**src/rtl/calc_op_sequencer.sv**
```systemverilog
// Round-robin sequencer for a shared add/sub/mul/div unit; one op in flight, result tagged with requester id.
// Latency 1 (add/sub/div-by-0) or WIDTH+1 (mul/div); result held in DONE until res_ready, no accepts meanwhile.
module calc_op_sequencer #(
  parameter int WIDTH = 8
) (
  input  logic               clk,
  input  logic               reset,
  input  logic               req0_valid,
  output logic               req0_ready,
  input  logic [WIDTH-1:0]   req0_a,
  input  logic [WIDTH-1:0]   req0_b,
  input  logic [1:0]         req0_op,
  input  logic               req1_valid,
  output logic               req1_ready,
  input  logic [WIDTH-1:0]   req1_a,
  input  logic [WIDTH-1:0]   req1_b,
  input  logic [1:0]         req1_op,
  output logic               res_valid,
  input  logic               res_ready,
  output logic               res_id,
  output logic [2*WIDTH-1:0] res_value,
  output logic               res_flag
);

  localparam int CW = $clog2(WIDTH + 1);
  localparam logic [1:0] OP_ADD = 2'd0;
  localparam logic [1:0] OP_SUB = 2'd1;
  localparam logic [1:0] OP_MUL = 2'd2;
  localparam logic [1:0] OP_DIV = 2'd3;

  typedef enum logic [1:0] {IDLE, ITER, DONE} state_t;

  state_t             state_q, state_d;
  logic               last_grant_q, last_grant_d;
  logic               id_q, id_d;
  logic [1:0]         op_q, op_d;
  logic [WIDTH-1:0]   opnd_q, opnd_d;
  logic [2*WIDTH-1:0] acc_q, acc_d;
  logic [CW-1:0]      cnt_q, cnt_d;
  logic               flag_q, flag_d;

  logic               grant;
  logic [WIDTH-1:0]   sel_a, sel_b;
  logic [1:0]         sel_op;
  logic [WIDTH:0]     sum, diff, hi_sum, div_shift, div_trial;

  always_ff @(posedge clk or posedge reset) begin
    if (reset) begin
      state_q      <= IDLE;
      last_grant_q <= 1'b1;
      id_q         <= 1'b0;
      op_q         <= OP_ADD;
      opnd_q       <= '0;
      acc_q        <= '0;
      cnt_q        <= '0;
      flag_q       <= 1'b0;
    end else begin
      state_q      <= state_d;
      last_grant_q <= last_grant_d;
      id_q         <= id_d;
      op_q         <= op_d;
      opnd_q       <= opnd_d;
      acc_q        <= acc_d;
      cnt_q        <= cnt_d;
      flag_q       <= flag_d;
    end
  end

  always_comb begin
    state_d      = state_q;
    last_grant_d = last_grant_q;
    id_d         = id_q;
    op_d         = op_q;
    opnd_d       = opnd_q;
    acc_d        = acc_q;
    cnt_d        = cnt_q;
    flag_d       = flag_q;
    req0_ready   = 1'b0;
    req1_ready   = 1'b0;

    grant  = (req0_valid && req1_valid) ? ~last_grant_q : req1_valid;
    sel_a  = grant ? req1_a  : req0_a;
    sel_b  = grant ? req1_b  : req0_b;
    sel_op = grant ? req1_op : req0_op;
    sum    = {1'b0, sel_a} + {1'b0, sel_b};
    diff   = {1'b0, sel_a} - {1'b0, sel_b};

    // Mul: acc = {partial hi, multiplier lo}, shifted right each step with the add carry.
    hi_sum    = {1'b0, acc_q[2*WIDTH-1:WIDTH]} + (acc_q[0] ? {1'b0, opnd_q} : '0);
    // Div: acc = {remainder, dividend/quotient}, restoring step on the shifted remainder.
    div_shift = {acc_q[2*WIDTH-1:WIDTH], acc_q[WIDTH-1]};
    div_trial = div_shift - {1'b0, opnd_q};

    unique case (state_q)
      IDLE: begin
        if (!reset && (req0_valid || req1_valid)) begin
          req0_ready   = ~grant;
          req1_ready   = grant;
          id_d         = grant;
          last_grant_d = grant;
          op_d         = sel_op;
          flag_d       = 1'b0;
          state_d      = DONE;
          unique case (sel_op)
            OP_ADD: begin
              acc_d  = {{(WIDTH-1){1'b0}}, sum};
              flag_d = sum[WIDTH];
            end
            OP_SUB: begin
              acc_d  = {{WIDTH{1'b0}}, diff[WIDTH-1:0]};
              flag_d = diff[WIDTH];
            end
            OP_MUL: begin
              opnd_d  = sel_a;
              acc_d   = {{WIDTH{1'b0}}, sel_b};
              cnt_d   = CW'(WIDTH);
              state_d = ITER;
            end
            default: begin
              if (sel_b == '0) begin
                acc_d  = {sel_a, {WIDTH{1'b1}}};
                flag_d = 1'b1;
              end else begin
                opnd_d  = sel_b;
                acc_d   = {{WIDTH{1'b0}}, sel_a};
                cnt_d   = CW'(WIDTH);
                state_d = ITER;
              end
            end
          endcase
        end
      end
      ITER: begin
        if (op_q == OP_MUL) begin
          acc_d = {hi_sum, acc_q[WIDTH-1:1]};
        end else if (!div_trial[WIDTH]) begin
          acc_d = {div_trial[WIDTH-1:0], acc_q[WIDTH-2:0], 1'b1};
        end else begin
          acc_d = {div_shift[WIDTH-1:0], acc_q[WIDTH-2:0], 1'b0};
        end
        cnt_d = cnt_q - CW'(1);
        if (cnt_q == CW'(1)) state_d = DONE;
      end
      DONE: begin
        if (res_ready) state_d = IDLE;
      end
      default: state_d = IDLE;
    endcase
  end

  assign res_valid = (state_q == DONE);
  assign res_id    = res_valid & id_q;
  assign res_flag  = res_valid & flag_q;
  assign res_value = res_valid ? acc_q : '0;

endmodule

```
**config.mk**
```make
export PLATFORM = sky130hd
export DESIGN_NAME = calc_op_sequencer
export DESIGN_NICKNAME = d
export VERILOG_FILES = /design/src/rtl/calc_op_sequencer.sv
export SDC_FILE = /design/constraint.sdc
export NUM_CORES = 1
export LEC_CHECK = 0
export ABC_AREA = 0
export ABC_CLOCK_PERIOD_IN_PS = 4500
export CORE_MARGIN = 4
export CORE_UTILIZATION = 30
export DETAILED_ROUTE_END_ITERATION = 10
export GPL_TIMING_DRIVEN = 0
export HOLD_SLACK_MARGIN = 0.12
export PLACE_DENSITY = 0.51
export SYNTH_ARGS = -nofsm -noshare
export SYNTH_HDL_FRONTEND = slang
export SYNTH_SLANG_ARGS = --single-unit
```
**constraint.sdc**
```tcl
create_clock -name clk -period 4.5 [get_ports clk]
set_input_delay 0.675 -clock clk [delete_from_list [all_inputs] [get_ports clk]]
set_output_delay 0.675 -clock clk [all_outputs]
set_load 0.02 [all_outputs]
```
==> flow_summary.yaml <==
outcome:
  status: "completed"
clock_tree:
  cts_tree: "built"
  cts-root-buf: "clkbuf_16"
  path_clk_slew_ns: 0.06
  clk_latency_ns: 0.28
  cts_sinks: 35
  cts_buffers: 5
  cts_hold_buf: 0
  cts_buffer_depth: 2
  cts_max_level: 2
critical_path:
  reg2reg_slack_ns: 0.84
  worstSetupPathType: "in -> out"
  crit_arrival_ns: 3.53
  worstPathMaxFanout: 36
  start_kind: "input port"
  r2r_start: "last_grant_q$_DFFE_PP1P_"
  critPathRequiredTime_ns: 3.83
  end_kind: "output pin"
  startpoint: "reset"
detailed_routing:
  wl_um: 12900
  first_pass_iters: 5
  viasPerCell: 5.201
  routedWlPerCell_um: 17.77
  drc_errors: 0
  drt_iter0_drc: 190
  vias: 3776
  antenna_left: 0
cells_and_area:
  utilization_pct: 39.06
  instances_no_fill: 726
  drive_gt1_share_pct: 12.09
  nNetsFinal: 632
  area_delta_synth_final_pct: 25.12
  n_antenna_cell: 0
yosys:
  ys_seq_area_share_pct: 21.91
  synth_edf_count: 0
  synth_area_um2: 4004
  async_flop_share_pct: 100.0
  synthFlopType: "dfrtp_1"
  syn-num-nets: 564
  synth.avg_cell_area_um2: 8.255
  ys_warn_count: 0
  ys_ff_latch: 35
  yosysUniqueCellTypes: 70
  netlist_instances: 485
  synth_top_area_share_pct: 21.25
  synth_area_leader_cell: "dfrtp_1"
  synth_area_leaders: "dfrtp_1 21%, ha_1 11%, a21oi_1 4.4%, o21ai_0 4.1%, and2_1 4.1%"
global_route:
  antenna_found_initial: 0
  first_global_vias: 3740
  grt_use_total_pct: 17.34
  globalRouteOverflowTotal: 0
  grt_pass1_wl_um: 20500
  grt_max_degree: 37
floorplanning:
  num_rows: 41
  initial_core_util_pct: 31.22
  dieHeight_um: 123.5
  ioPinCount: 62
  die_x_um: 123.5
  core_area_um2: 12820
  die_area_um2: 15260
sta:
  tns_ns: 0
  fmax_ghz: 0.2378
  timing.final.crit_share_pct: 93.45
  max_slew.worst_pin.slew_ns: 0.8200
  whs_ns: 0.4664
  setup_slack_ns: 0.2946
  max_slew_margin_pct: 43.92
  fin_crit_ns: 4.205
  rsz0062_at_grt: "no"
  slew_viol_final: 0
  setup_violations: 0
  fin_worst_skew_ns: 0.005960
  finalHoldViolCount: 0
place:
  dp.cells: 718
  gp_congestion: 0.8822
  dp_hpwl_um: 10420
  dp_slack_ns: -0.1326
  portBuffers: 61
pwr:
  leakage_uw: 0.002129
  powerDensity_nw_per_um2: 611.9
  vdd_drop_max_uv: 208.4
hold_path:
  hold_class: "reg -> reg"
  min_from: "id_q$_DFFE_PP0P_"
job:
  drv_cap: 0
cells in the final DEF (no fill, tap or decap), types with 5 or more instances in the layout:
master,netlist,layout
clkdlybuf4s50_1,0,61
nor2_1,36,36
inv_1,37,36
nand2_1,36,36
a21oi_1,35,35
ha_1,34,34
dfrtp_1,34,34
o21ai_0,33,33
and2_1,26,26
xnor2_1,16,16
nand2b_1,13,13
clkbuf_1,11,11
mux2i_2,9,10
a21o_1,8,8
nand2_2,8,8
o21ai_2,8,8
mux2_2,7,7
nor3_1,7,7
o21ai_1,7,7
mux2i_1,7,6
o22ai_1,6,6
nand3_1,6,6
a211oi_1,6,6
or3_1,6,6
buf_2,5,5
clkbuf_16,0,5
flip-flops by register name (all words and copies together), names as in the netlist:
register	count
acc_q	16
opnd_q	8
cnt_q	4
op_q	2
state_q	2
flag_q	1
id_q	1
last_grant_q	1
synthesized netlist by cell type, types with 4 or more instances:
| cell | n |
|---|---|
| o21a_1 | 4 |
| o21ai_0 | 33 |
| buf_2 | 5 |
| o22ai_1 | 6 |
| and2_1 | 26 |
| dfrtp_1 | 34 |
| o21ai_2 | 8 |
| a21oi_1 | 35 |
| a211oi_1 | 6 |
| nor2_1 | 36 |
| inv_1 | 37 |
| mux2i_1 | 7 |
| a21o_1 | 8 |
| or3_1 | 6 |
| nand2_1 | 36 |
| nand2b_1 | 13 |
| o31ai_1 | 4 |
| clkbuf_1 | 11 |
| nand3_1 | 6 |
| nor2b_1 | 4 |
| o21ai_1 | 7 |
| fa_1 | 4 |
| nor3_1 | 7 |
| a31oi_1 | 4 |
| nand2_2 | 8 |
| mux2_2 | 7 |
| ha_1 | 34 |
| xnor2_1 | 16 |
| mux2i_2 | 9 |
| and3_1 | 4 |
power breakdown:
group          internal, uW  switching (uW)  total [uW]
clock network           276             139         414
logic                   867            1140        2010
registers               465             175         640
total                  1610            1460        3070
metal layers:
layer	track usage [%]	wire, um	vias up
li1	-	-	1869
met1	24.63	6253	1794
met4	3.806	176	0
met2	28.24	5961	102
met5	0	0	-
met3	2.059	510	11
metrics by stage:
step           cell area, um^2  power, uW
2_1_floorplan             4004       2032
6_report                  5010       3065
3_5_place_dp              4830       2648
3_3_place_gp              4830       2625
5_1_grt                   5010       3341
4_1_cts                   5006       3074
cells by family after synthesis:
family | count (synthesis) | synth area share (%)
AND/OR/NAND/NOR | 154 | 20.19
XOR/XNOR | 19 | 4.156
adder cells (fa/ha/maj) | 38 | 12.63
buffers and inverters | 59 | 6.656
flip-flops | 35 | 21.91
AO/OA/AOI/OAI | 156 | 27.09
multiplexers | 24 | 7.375
worst max-delay path, cell delays in order:
cell and delay [ns]:
clkdlybuf4s50_1 0.44, inv_4 0.37, o21ai_0 0.26, nor3_1 0.38
clkbuf_1 0.50, and2_1 0.27, clkdlybuf4s50_1 0.62
repair_timing:
item,CTS,global route
setup buffers,0,0
gates resized for setup,1,1
endpoints found under the setup margin,1,2
worst paths after layout:
check	end	cells past startpoint
min in group asynchronous	cnt_q[2]$_DFFE_PP0P_	2
hold reg to reg	id_q$_DFFE_PP0P_	1
max in group asynchronous	last_grant_q$_DFFE_PP1P_	2
hold / removal	id_q$_DFFE_PP0P_	1
setup reg to reg	acc_q[7]$_DFFE_PP0P_	12
setup / recovery	req1_ready	7
cell type report:
| cell class | count | area, um^2 |
|---|---|---|
| Timing Repair Buffer | 61 | 610.6 |
| Tap cell | 172 | 215.2 |
| Multi-Input combinational cell | 391 | 2864 |
| Fill cell | 1328 | 7815 |
| Inverter | 38 | 145.1 |
| Clock buffer | 6 | 138.9 |
| Sequential cell | 35 | 877.1 |
| Buffer | 21 | 123.9 |
| Clock inverter | 2 | 35.03 |
(Power assumes the default switching activity.)
